===== src/rtl/adder_pkg.sv =====
// Shared definitions for the 4-bit registered adder and its result stage.
// Result entries are packed as {overflow, sum}.
package adder_pkg;

   localparam int OPERAND_W = 4;
   localparam int OVF_BIT = OPERAND_W;
   localparam logic [7:0] CNT_MAX = 8'hFF;

   function automatic logic [7:0] sat_inc8(input logic [7:0] value);
      if (value == CNT_MAX) begin
         return value;
      end else begin
         return value + 8'd1;
      end
   endfunction

endpackage


===== src/rtl/sync_fifo.sv =====
// Synchronous first-word-fall-through FIFO with occupancy count.
// The head entry is visible on rd_data_s whenever count_r is non-zero.
module sync_fifo
   import adder_pkg::*;
#(
   parameter int DATA_W = OPERAND_W + 1,
   parameter int DEPTH = 4
) (
   input  logic                     Clk,
   input  logic                     Reset,
   input  logic                     push_s,
   input  logic                     pop_s,
   input  logic [DATA_W-1:0]        wr_data_s,
   output logic [DATA_W-1:0]        rd_data_s,
   output logic [$clog2(DEPTH):0]   count_r
);

   localparam int AW = $clog2(DEPTH);
   localparam int CW = AW + 1;

   logic [DATA_W-1:0] mem_r [DEPTH];
   logic [AW-1:0]     wr_ptr_r;
   logic [AW-1:0]     rd_ptr_r;

   // Storage write; contents need no reset because count_r gates visibility.
   always_ff @(posedge Clk) begin
      if (push_s) begin
         mem_r[wr_ptr_r] <= wr_data_s;
      end
   end

   // Pointer and occupancy tracking; pointers wrap naturally at DEPTH.
   always_ff @(posedge Clk) begin
      if (Reset) begin
         wr_ptr_r <= {AW{1'b0}};
         rd_ptr_r <= {AW{1'b0}};
         count_r  <= {CW{1'b0}};
      end else begin
         if (push_s) begin
            wr_ptr_r <= wr_ptr_r + AW'(1);
         end
         if (pop_s) begin
            rd_ptr_r <= rd_ptr_r + AW'(1);
         end
         case ({push_s, pop_s})
            2'b10:   count_r <= count_r + CW'(1);
            2'b01:   count_r <= count_r - CW'(1);
            default: count_r <= count_r;
         endcase
      end
   end

   assign rd_data_s = mem_r[rd_ptr_r];

endmodule


===== src/rtl/sum_collector.sv =====
// Result stage behind the registered adder: FWFT buffering, running total and drop count.
// Optional overflow counter enabled by defining SUM_COLLECTOR_OVF_CNT_EN.
module sum_collector
   import adder_pkg::*;
#(
   parameter int WIDTH = OPERAND_W,
   parameter int DEPTH = 4,
   parameter int TOTAL_W = 12
) (
   input  logic                     Clk,
   input  logic                     Reset,
   input  logic                     In_Valid,
   input  logic [WIDTH-1:0]         Sum,
   input  logic                     Overflow,
   input  logic                     Out_Ready,
   output logic                     Out_Valid,
   output logic [WIDTH:0]           Out_Data,
   output logic                     Full,
   output logic                     Empty,
   output logic [$clog2(DEPTH):0]   Count,
   output logic [TOTAL_W-1:0]       Total,
   output logic [7:0]               Drop_Count
`ifdef SUM_COLLECTOR_OVF_CNT_EN
   ,
   output logic [7:0]               Ovf_Count
`endif
);

   localparam int CW = $clog2(DEPTH) + 1;

   logic [CW-1:0]      count_s;
   logic [WIDTH:0]     entry_s;
   logic               push_s;
   logic               pop_s;
   logic               drop_s;
   logic [TOTAL_W-1:0] total_r;
   logic [7:0]         drop_cnt_r;

   // Status flags come only from the registered occupancy.
   assign Empty     = (count_s == {CW{1'b0}});
   assign Full      = (count_s == CW'(DEPTH));
   assign Out_Valid = !Empty;
   assign Count     = count_s;

   assign entry_s = {Overflow, Sum};
   assign pop_s   = Out_Valid & Out_Ready;
   assign push_s  = In_Valid & (!Full | pop_s);
   assign drop_s  = In_Valid & Full & !pop_s;

   sync_fifo #(
      .DATA_W (WIDTH + 1),
      .DEPTH  (DEPTH)
   ) u_fifo (
      .Clk       (Clk),
      .Reset     (Reset),
      .push_s    (push_s),
      .pop_s     (pop_s),
      .wr_data_s (entry_s),
      .rd_data_s (Out_Data),
      .count_r   (count_s)
   );

   // Running total of accepted entries and saturating drop counter.
   always_ff @(posedge Clk) begin
      if (Reset) begin
         total_r    <= {TOTAL_W{1'b0}};
         drop_cnt_r <= 8'h00;
      end else begin
         if (push_s) begin
            total_r <= total_r + TOTAL_W'(entry_s);
         end
         if (drop_s) begin
            drop_cnt_r <= sat_inc8(drop_cnt_r);
         end
      end
   end

   assign Total      = total_r;
   assign Drop_Count = drop_cnt_r;

`ifdef SUM_COLLECTOR_OVF_CNT_EN
   logic [7:0] ovf_cnt_r;

   // Counts accepted entries that carried an adder overflow.
   always_ff @(posedge Clk) begin
      if (Reset) begin
         ovf_cnt_r <= 8'h00;
      end else if (push_s && Overflow) begin
         ovf_cnt_r <= sat_inc8(ovf_cnt_r);
      end
   end

   assign Ovf_Count = ovf_cnt_r;
`endif

endmodule


===== config.mk =====
export PLATFORM = sky130hd
export DESIGN_NAME = sum_collector
export DESIGN_NICKNAME = d
export VERILOG_FILES = /design/src/rtl/adder_pkg.sv /design/src/rtl/sync_fifo.sv /design/src/rtl/sum_collector.sv
export SDC_FILE = /design/constraint.sdc
export NUM_CORES = 1
export LEC_CHECK = 0
export CORE_MARGIN = 5
export CORE_UTILIZATION = 47
export DETAILED_ROUTE_END_ITERATION = 10
export GPL_TIMING_DRIVEN = 0
export HOLD_SLACK_MARGIN = 0.05
export PLACE_DENSITY = 0.72
export SLEW_MARGIN = 10
export SYNTH_ARGS = -nofsm -noshare
export SYNTH_HDL_FRONTEND = slang
export SYNTH_SLANG_ARGS = --single-unit
export TNS_END_PERCENT = 100

===== constraint.sdc =====
create_clock -name Clk -period 1.7 [get_ports Clk]
set_input_delay 0.425 -clock Clk [delete_from_list [all_inputs] [get_ports Clk]]
set_output_delay 0.425 -clock Clk [all_outputs]
set_load 0.03 [all_outputs]

==> flow_metrics.py <==
metrics = {
    "outcome": {
        "status": "finished with violations",
        "violations": "negative setup slack",
    },
    "run": {
        "maxCapViolations": 0,
    },
    "synthesis": {
        "synth.most_common_cell": "nor2_1",
        "synth_edf_count": 20,
        "yosysWarnings": 0,
        "ys.flop_type": "dfxtp_1",
        "yosys-top-cells-area": "edfxtp_1, dfxtp_1, ha_1",
        "syn_area_per_cell_um2": 11.5,
        "synth_top_area_frac": 0.264,
        "synth-async-reset-ratio": 0,
        "yosys.area.top_type": "edfxtp_1",
        "synth_cells": 198,
        "synth_seq_area_share": 0.518,
        "synth_area_um2": 2280,
        "syn_nets": 219,
        "synth_seq_cells": 49,
        "ys_types": 38,
        "synth_common_cells": "nor2_1, dfxtp_1, edfxtp_1",
    },
    "worst_setup_path": {
        "regToRegSetupSlack_ps": 10,
        "r2r_cells": 8,
        "timing.rr.start": "Total[0]",
        "slowest_stage": "mux4_2",
        "crit_chain": "mux4_2, buf_6",
        "r2r-end": "Total[6]",
        "path_delay_family": "multiplexers",
        "end_kind": "primary output",
        "crit_buf_inv": 1,
        "crit_required_ps": 1270,
        "critPathMaxStageDelay_ps": 520,
        "critical_path_class": "reg2out",
        "worstSetupStartpointType": "flip-flop",
        "cp.arrival_ps": 1370,
        "crit_fanout": 5,
    },
    "power": {
        "clockPowerShare": 0.205,
        "power.switching_uw": 1060,
        "p_int_uw": 2140,
        "powerDensity_nw_per_um2": 1090,
        "seqPwrFrac": 0.456,
        "leakagePower_uw": 0.00119,
        "power_frac_comb": 0.339,
        "p_sw_frac": 0.332,
        "ir_drop_mv": 0.541,
    },
    "finish": {
        "nNetsFinal": 269,
        "drive_gt1_frac": 0.277,
        "regArea_um2": 1200,
        "fill_cells": 399,
        "post-route-util": 0.623,
        "diodes": 0,
        "stdcell_count": 316,
        "multi_input_comb_area_um2": 1090,
        "syn2layout_area_growth_pct": 29.1,
    },
    "sta": {
        "min_period_ps": 1800,
        "rsz0062_at_grt": "true",
        "relSlewSlack": 0.658,
        "worst_slack_ps": -95.5,
        "fmax_ghz": 0.557,
        "final_max_slew_viol_count": 0,
        "fin_skew_ps": 6.98,
        "min_period_over_period": 1.06,
        "setup-violations-final": 5,
        "hold_viol_final": 0,
        "worst_pin_slew_ps": 514,
        "fin_setup_tns_ps": -459,
    },
    "floorplanning": {
        "die_w_um": 79.6,
        "start_util": 0.482,
        "row_count": 25,
        "core_um2": 4720,
        "die_h_um": 79.6,
        "io_pins": 40,
        "dieArea_um2": 6340,
    },
    "clocking": {
        "cts_root_buf": "clkbuf_8",
        "clk_pin_slew_worst_paths_ps": 80,
        "ctsHoldBuffers": 0,
        "cts_sinks": 49,
        "clock_path_buffers": 2,
        "clock_latency_ps": 290,
        "cts_max_level": 2,
        "cts_inserted_buffers": 5,
        "cts_tree": "built",
    },
    "routing": {
        "avgRoutedWirePerCell_um": 13.9,
        "via_per_inst": 4.85,
        "num_vias": 1532,
        "drc": 0,
        "final_antenna_net_count": 0,
        "first_iter_violations": 71,
        "drt_wl_total_um": 4390,
        "dr.pass1.iters": 4,
    },
    "placed_design": {
        "gp_congestion": 0.748,
        "hpwl_um": 3200,
        "post-place-cells": 302,
        "port_buffers": 37,
    },
    "hold_path": {
        "holdCritStartpoint": "Sum[0]",
        "min_to": "u_fifo.mem_r[1][0]",
        "hold_path_class": "in2reg",
        "hold_depth": 1,
    },
    "global_route": {
        "antenna_found_initial": 0,
        "grt.overflow.total": 0,
        "grt_pass1_vias": 1620,
        "grt_start_max_net_pins": 16,
        "grt_pass1_wl_um": 7630,
        "grt.total_usage": 0.152,
    },
}
==> kinds of logic (layout without fill, tap and decap cells) <==
| logic type | count (synthesis) | in the layout | share of synthesized area |
|---|---|---|---|
| muxes | 10 | 10 | 0.0714 |
| DFF | 49 | 49 | 0.518 |
| and+or+nand+nor | 60 | 60 | 0.132 |
| buffers and inverters | 19 | 70 | 0.0373 |
| xor gates and xnor gates | 22 | 22 | 0.0846 |
| adders and majority gates | 12 | 12 | 0.0725 |
| AOI/OAI and AO/OA | 26 | 26 | 0.0835 |
==> cell type report <==
cell class                 count  share of cell area
sequential                    49               0.409
tap                           67              0.0285
timing repair buffer          45               0.135
multi-input combinational    130               0.372
clock inverter                 3             0.00595
inverter                      10              0.0128
clock buffer                   5              0.0234
buffer                         7              0.0136
==> layout by cell type, fill, tap and decap left out, types with 6 or more instances in the layout <==
master         Yosys  final
inv_1             10      6
dfxtp_1           29     22
xnor2_1            8      8
dlygate4sd2_1      0     25
xor2_1            14     14
buf_4              1     10
nor2_1            32     32
buf_6              1      8
edfxtp_1          20     20
ha_1              10      6
==> power by group through the flow <==
| stage | registers [uW] | clock network, uW | logic [uW] |
|---|---|---|---|
| final | 1460 | 658 | 1090 |
| after floorplan | 1530 | 0 | 625 |
| after global placement | 1460 | 0 | 1010 |
| after global routing | 1480 | 732 | 1180 |
| after detailed placement | 1460 | 0 | 1030 |
| after CTS | 1470 | 680 | 1030 |
==> metrics by stage <==
step | setup slack [ps] | power (uW) | cell area, um^2 | hold WS (ps)
2_1_floorplan | -66.5 | 2150 | 2330 | 490
3_3_place_gp | -781 | 2470 | 2790 | 512
3_5_place_dp | -799 | 2490 | 2790 | 512
4_1_cts | -120 | 3170 | 2890 | 398
5_1_grt | -162 | 3390 | 2940 | 400
6_report | -95.5 | 3210 | 2940 | 401
==> state kept, by name, indices dropped and copies added (netlist names), named ones only <==
signal and count:
Total 12, u_fifo.wr_ptr_r 2, Drop_Count 8, u_fifo.count_r 3
u_fifo.mem_r 20, u_fifo.rd_ptr_r 2
==> timing repair <==
| action | CTS | global route |
|---|---|---|
| setup buffers | 4 | 4 |
| pin swaps | 8 | 6 |
| gates cloned | 0 | 0 |
| resized for setup | 104 | 14 |
| setup endpoints to repair | 75 | 32 |
==> worst max-delay path by stage <==
stage                     startpoint                 to  slack [ps]  cells after the start
after floorplan             In_Valid  u_fifo.count_r[2]         -70                      8
after global placement     Out_Ready  u_fifo.count_r[2]        -780                      9
after detailed placement   Out_Ready  u_fifo.count_r[2]        -800                      9
final                      flip-flop        Out_Data[4]        -100                      2
after global routing       flip-flop        Out_Data[1]        -160                      2
after CTS                  flip-flop        Out_Data[4]        -120                      2
==> routing by layer <==
metal | wire length, um | track usage | up-vias | share of wire
li1 | - | - | 787 | -
met1 | 2030 | 0.194 | 700 | 0.46
met2 | 2100 | 0.252 | 39 | 0.48
met3 | 207 | 0.0406 | 6 | 0.047
met4 | 51 | 0.0481 | 0 | 0.012
met5 | 0 | 0 | - | 0
Power figures use the tool's default switching activity.
